===== src/rtl/aging_priority_arbiter_pkg.sv =====
// rtl/aging_priority_arbiter_pkg.sv - shared class encodings and width helpers for the aging arbiter
package aging_priority_arbiter_pkg;

  typedef enum logic [1:0] {
    CLASS_NORMAL   = 2'd0,
    CLASS_CRITICAL = 2'd1,
    CLASS_PROMOTED = 2'd2
  } req_class_e;

  function automatic int clog2(input int value);
    int result;
    result = 0;
    while ((1 << result) < value) begin
      result++;
    end
    return result;
  endfunction

  // Index/counter widths never collapse to zero bits
  function automatic int width_of(input int value);
    return (clog2(value) < 1) ? 1 : clog2(value);
  endfunction

endpackage


===== src/rtl/aging_priority_arbiter_rr_priority_picker.sv =====
// rtl/aging_priority_arbiter_rr_priority_picker.sv - combinational first-set picker searching circularly from rr_ptr
module rr_priority_picker
  import aging_priority_arbiter_pkg::*;
#(
  parameter int NUM_REQUEST = 3,
  localparam int IDX_W = width_of(NUM_REQUEST)
) (
  input  logic [NUM_REQUEST-1:0] candidate,
  input  logic [IDX_W-1:0]       rr_ptr,
  output logic [NUM_REQUEST-1:0] grant_onehot,
  output logic [IDX_W-1:0]       grant_index,
  output logic                   any_valid
);

  always_comb begin : pick
    int   way;
    logic found;
    way          = 0;
    found        = 1'b0;
    grant_onehot = '0;
    grant_index  = '0;
    any_valid    = |candidate;
    for (int off = 0; off < NUM_REQUEST; off++) begin
      way = (int'(rr_ptr) + off) % NUM_REQUEST;
      if (!found && candidate[way]) begin
        found             = 1'b1;
        grant_onehot[way] = 1'b1;
        grant_index       = IDX_W'(way);
      end
    end
  end

endmodule


===== src/rtl/aging_priority_arbiter.sv =====
// rtl/aging_priority_arbiter.sv - aging priority arbiter feeding one registered issue slot
// Optional AGING_PRIORITY_ARBITER_PIPELINED_EN: refill the slot in the same cycle it drains.
module aging_priority_arbiter
  import aging_priority_arbiter_pkg::*;
#(
  parameter int NUM_REQUEST = 3,
  parameter int SINGLE_REQUEST_WIDTH_IN_BITS = 64,
  parameter int STARVE_LIMIT = 4,
  parameter int AGE_WIDTH = width_of(STARVE_LIMIT + 1),
  localparam int IDX_W = width_of(NUM_REQUEST)
) (
  input  logic                                                clk_in,
  input  logic                                                reset_n_in,
  input  logic [NUM_REQUEST*SINGLE_REQUEST_WIDTH_IN_BITS-1:0] request_flatted_in,
  input  logic [NUM_REQUEST-1:0]                              request_valid_flatted_in,
  input  logic [NUM_REQUEST-1:0]                              request_critical_flatted_in,
  output logic [NUM_REQUEST-1:0]                              issue_ack_out,
  output logic [SINGLE_REQUEST_WIDTH_IN_BITS-1:0]             request_out,
  output logic                                                request_valid_out,
  output logic [IDX_W-1:0]                                    grant_way_out,
  input  logic                                                issue_ack_in
);

  localparam int W = SINGLE_REQUEST_WIDTH_IN_BITS;
  localparam logic [AGE_WIDTH-1:0] AGE_MAX = AGE_WIDTH'(STARVE_LIMIT);
  localparam logic [IDX_W-1:0] LAST_WAY = IDX_W'(NUM_REQUEST - 1);

  logic [AGE_WIDTH-1:0]   age_q [NUM_REQUEST];
  logic [IDX_W-1:0]       rr_ptr_q;
  logic [W-1:0]           request_q;
  logic                   slot_valid_q;
  logic [IDX_W-1:0]       grant_way_q;

  logic [NUM_REQUEST-1:0] promoted_vec;
  logic [NUM_REQUEST-1:0] critical_vec;
  logic [NUM_REQUEST-1:0] candidate_vec;
  logic [NUM_REQUEST-1:0] grant_onehot;
  logic [IDX_W-1:0]       grant_index;
  logic                   any_valid;
  logic                   slot_free;
  logic                   arb_fire;
  req_class_e             top_class;

  always_comb begin
    promoted_vec = '0;
    for (int i = 0; i < NUM_REQUEST; i++) begin
      promoted_vec[i] = (STARVE_LIMIT > 0) && request_valid_flatted_in[i] && (age_q[i] == AGE_MAX);
    end
    critical_vec = request_valid_flatted_in & request_critical_flatted_in;
    if (|promoted_vec)      top_class = CLASS_PROMOTED;
    else if (|critical_vec) top_class = CLASS_CRITICAL;
    else                    top_class = CLASS_NORMAL;
    case (top_class)
      CLASS_PROMOTED: candidate_vec = promoted_vec;
      CLASS_CRITICAL: candidate_vec = critical_vec;
      default:        candidate_vec = request_valid_flatted_in;
    endcase
  end

  rr_priority_picker #(
    .NUM_REQUEST(NUM_REQUEST)
  ) u_picker (
    .candidate   (candidate_vec),
    .rr_ptr      (rr_ptr_q),
    .grant_onehot(grant_onehot),
    .grant_index (grant_index),
    .any_valid   (any_valid)
  );

`ifdef AGING_PRIORITY_ARBITER_PIPELINED_EN
  assign slot_free = !slot_valid_q || issue_ack_in;
`else
  assign slot_free = !slot_valid_q;
`endif

  assign arb_fire      = slot_free && any_valid;
  // Gated by reset so requesters never advance while the slot is being cleared
  assign issue_ack_out = (arb_fire && reset_n_in) ? grant_onehot : '0;

  always_ff @(posedge clk_in or negedge reset_n_in) begin
    if (!reset_n_in) begin
      request_q    <= '0;
      slot_valid_q <= 1'b0;
      grant_way_q  <= '0;
      rr_ptr_q     <= '0;
    end else if (arb_fire) begin
      request_q    <= request_flatted_in[int'(grant_index)*W +: W];
      slot_valid_q <= 1'b1;
      grant_way_q  <= grant_index;
      rr_ptr_q     <= (grant_index == LAST_WAY) ? '0 : grant_index + 1'b1;
    end else if (issue_ack_in) begin
      slot_valid_q <= 1'b0;
    end
  end

  // Ages move only on arbitration edges, so back-pressure freezes them
  always_ff @(posedge clk_in or negedge reset_n_in) begin
    if (!reset_n_in) begin
      for (int i = 0; i < NUM_REQUEST; i++) age_q[i] <= '0;
    end else if (arb_fire) begin
      for (int i = 0; i < NUM_REQUEST; i++) begin
        if (grant_onehot[i])
          age_q[i] <= '0;
        else if (request_valid_flatted_in[i] && (age_q[i] != AGE_MAX))
          age_q[i] <= age_q[i] + 1'b1;
      end
    end
  end

  assign request_out       = request_q;
  assign request_valid_out = slot_valid_q;
  assign grant_way_out     = grant_way_q;

endmodule


===== config.mk =====
export PLATFORM = sky130hd
export DESIGN_NAME = aging_priority_arbiter
export DESIGN_NICKNAME = d
export VERILOG_FILES = /design/src/rtl/aging_priority_arbiter_pkg.sv /design/src/rtl/aging_priority_arbiter_rr_priority_picker.sv /design/src/rtl/aging_priority_arbiter.sv
export SDC_FILE = /design/constraint.sdc
export NUM_CORES = 1
export LEC_CHECK = 0
export BUFFER_PORTS_ARGS = -buffer_cell sky130_fd_sc_hd__buf_2
export CORE_UTILIZATION = 46
export DETAILED_ROUTE_END_ITERATION = 10
export PLACE_DENSITY = 0.82
export SLEW_MARGIN = 20
export SYNTH_ARGS = -nofsm -noshare
export SYNTH_HDL_FRONTEND = slang
export SYNTH_SLANG_ARGS = --single-unit

===== constraint.sdc =====
create_clock -name clk_in -period 3.1 [get_ports clk_in]
set_input_delay 0.465 -clock clk_in [delete_from_list [all_inputs] [get_ports clk_in]]
set_output_delay 0.465 -clock clk_in [all_outputs]
set_load 0.01 [all_outputs]

==> impl_metrics.env <==
export IMPL_status="finished clean"
export IMPL_final_max_slew_viol_count=0
export IMPL_ys_flop_type="dfrtp_1"
export IMPL_grt_max_degree=68
export IMPL_use_met2=0.471
export IMPL_vias=4881
export IMPL_switching_power_w=0.00281
export IMPL_chipHeight_um=106
export IMPL_hold_violations=0
export IMPL_clkPwrFrac=0.120
export IMPL_antenna_found_initial=0
export IMPL_drive_gt1_frac=0.422
export IMPL_grt_use_met3=0.0552
export IMPL_reg2reg_from="age_q[6]"
export IMPL_grt_pass1_wl_um=22800
export IMPL_drt_iter0_drc=240
export IMPL_cp_start_kind="register"
export IMPL_routed_wl_um=14400
export IMPL_synth_cell_type_count=49
export IMPL_synthTopCellsByArea="dfrtp_1, mux2_1, mux2i_1"
export IMPL_clock_root_buffer="clkbuf_8"
export IMPL_row_count=37
export IMPL_synthCells=506
export IMPL_io_pins=271
export IMPL_clock_path_buffers=2
export IMPL_hpwl_um=11000
export IMPL_synth_avg_cell_area_um2=9.84
export IMPL_worstPathRequired_ns=2.63
export IMPL_critical_path_slowest_cell="dfrtp_1"
export IMPL_final_common_cell="buf_2"
export IMPL_seqPwrFrac=0.288
export IMPL_p_leak_nw=3.67
export IMPL_syn_area_um2=4980
export IMPL_yosysTopAreaCell="dfrtp_1"
export IMPL_tritoncts_num_buffers=9
export IMPL_core_area_um2=10400
export IMPL_ff2ff_path_depth=10
export IMPL_pre_cts_ws_ns=0.175
export IMPL_cp_slowest_stage_delay_ns=0.39
export IMPL_cts_tree="built"
export IMPL_gp_congestion=1.00
export IMPL_cp_end_kind="primary output"
export IMPL_rsz0062_at_grt="yes"
export IMPL_power_frac_comb=0.592
export IMPL_hold_ws_ns=0.0658
export IMPL_ir_drop_mv=0.468
export IMPL_arrival_ns=2.57
export IMPL_p_int_w=0.00357
export IMPL_grt_usage=0.257
export IMPL_worst_slack_ns=0.0622
export IMPL_area_delta_synth_final_pct=36.7
export IMPL_cp_startpoint="age_q[0]"
export IMPL_power_density_nw_per_um2=938
export IMPL_max_slew_margin=0.658
export IMPL_crit_type="register to primary output"
export IMPL_yosys_area_top_type_share=0.392
export IMPL_cts_hold_buf=0
export IMPL_rrSetupSlack_ns=0.28
export IMPL_drt_pass1_iterations=4
export IMPL_reg2reg_to="request_out[17]"
export IMPL_synth_nets=717
export IMPL_layout_common_cells="buf_2, nand2_1, dfrtp_1, o21ai_1"
export IMPL_setup_viol=0
export IMPL_finalCritPeriodShare=0.980
export IMPL_port_buffers=270
export IMPL_drcViolationCount=0
export IMPL_htreeDepth=3
export IMPL_final_nets=980
export IMPL_ys_seq_area_frac=0.392
export IMPL_dp_cells=888
export IMPL_fp_dieW_um=106
export IMPL_cp_cell_sequence="inv_1, ha_4, nand3_2, o211a_4, o21a_2, a22o_1, a221o_1, a21oi_2, nor2_1, buf_2"
export IMPL_async_flop_share=1.00
export IMPL_holdCritPathClass="input port to async pin"
export IMPL_path_clk_slew_ns=0.08
export IMPL_diodes=0
export IMPL_sw_frac_of_total=0.441
export IMPL_ys_ff_latch=78
export IMPL_grt_pass1_vias=5040
export IMPL_clock_skew_ns=0.0127
export IMPL_fmax_mhz=329
export IMPL_clock_sinks=78
export IMPL_viasPerCell=5.37
export IMPL_use_met1=0.286
export IMPL_antenna_left=0
export IMPL_die_area_um2=11200
export IMPL_top_usage_layer="met2"
export IMPL_crit_fanout=6
export IMPL_layoutNonFillerInstCount=909
export IMPL_tightestPinTransition_ns=0.514
export IMPL_fin_crit_ns=3.04
export IMPL_ys_warnings_count=0
export IMPL_total_power_w=0.00638
export IMPL_initial_utilization=0.478
export IMPL_cp_endpoint="issue_ack_out[0]"
export IMPL_wl_per_cell_um=15.8
export IMPL_fin_setup_tns_ns=0
export IMPL_clkLatencyLatePin_ns=0.36
export IMPL_grt_overflow_total=0
export IMPL_maxCapViolations=0
export IMPL_synth_edf_count=0
[per-layer routing]
layer,part of all wire,vias up
met1,0.38,2274
met3,0.058,41
met4,0.033,0
met5,0,-
li1,-,2356
met2,0.53,210
[what timing repair did]
| action | CTS | global route |
|---|---|---|
| pin swaps | 1 | 3 |
| buffers inserted | 1 | 5 |
| gates resized for setup | 5 | 22 |
| setup endpoints to repair | 3 | 39 |
| endpoints found under the hold margin | 0 | 0 |
[cells in the mapped netlist, types with 2 or more instances]
cell / number
buf_4: 3
o211ai_1: 4
a31oi_1: 4
a221o_1: 2
o22a_1: 3
mux2_1: 64
o32ai_1: 3
buf_2: 13
and2_1: 2
nand3_1: 6
mux2i_1: 64
o21ai_1: 66
and3_1: 3
a21oi_1: 13
a22oi_1: 4
a221oi_1: 2
inv_1: 11
nor3_1: 2
buf_6: 5
a211oi_1: 3
clkbuf_1: 14
nor2_1: 7
nand2_1: 82
and4b_1: 2
o21ai_0: 10
o211a_1: 3
nand4b_1: 2
o22ai_1: 2
ha_1: 10
dfrtp_1: 78
[power by group through the flow]
stage               combinational [W]  clock (W)  sequential (W)
CTS                           0.00366   0.000779         0.00183
detailed placement            0.00363          0         0.00185
floorplan                     0.00229          0         0.00201
global route                  0.00415   0.000829         0.00190
finish                        0.00378   0.000768         0.00184
global placement              0.00349          0         0.00181
[worst min-delay path by stage]
stage / slack [ns] / to / start / cells after the start
final: 0.07 / age_q[7] / reset_n_in / 1
after global routing: 0.1 / age_q[7] / reset_n_in / 1
after CTS: 0.08 / age_q[7] / reset_n_in / 1
after detailed placement: 0.47 / age_q[7] / reset_n_in / 1
after global placement: 0.46 / grant_way_out[1] / grant_way_out[1] / 2
after floorplan: 0.17 / age_q[0] / reset_n_in / 0
[flip-flops by register name, indices dropped and copies added, names as in the netlist]
name / count
request_valid_out: 1
grant_way_out: 2
request_out: 64
rr_ptr_q: 2
age_q: 9
[kinds of logic (layout without fill, tap and decap cells)]
logic type	after synthesis	in the layout	share of synthesized area
multiplexers	128	128	0.273
buffers and inverters	48	315	0.0492
adder cells (fa/ha/maj)	10	10	0.0251
AO/OA/AOI/OAI	132	132	0.166
flip-flops	78	78	0.392
AND/OR/NAND/NOR	110	110	0.0940
[cell type report]
cell class / count / area (um2)
Clock buffer: 12 / 145
Clock inverter: 3 / 43.8
Fill cell: 879 / 3610
Inverter: 12 / 45.0
Multi-Input combinational cell: 380 / 2920
Sequential cell: 78 / 1950
Tap cell: 136 / 170
Timing Repair Buffer: 288 / 1530
[metrics by stage]
stage	cell area, um2	util
final	6810	0.653
after global routing	6810	0.653
after CTS	6670	0.640
after detailed placement	6460	0.620
after global placement	6460	0.620
after floorplan	4980	-
[worst max-delay path, delay by kind of cell (launching register included)]
family	cells	cell delay (ns)
AOI/OAI and AO/OA	5	1.23
DFF	1	0.39
buffers and inverters	2	0.27
adders and majority gates	1	0.17
and+or+nand+nor	2	0.16
Power figures use the tool's default switching activity.
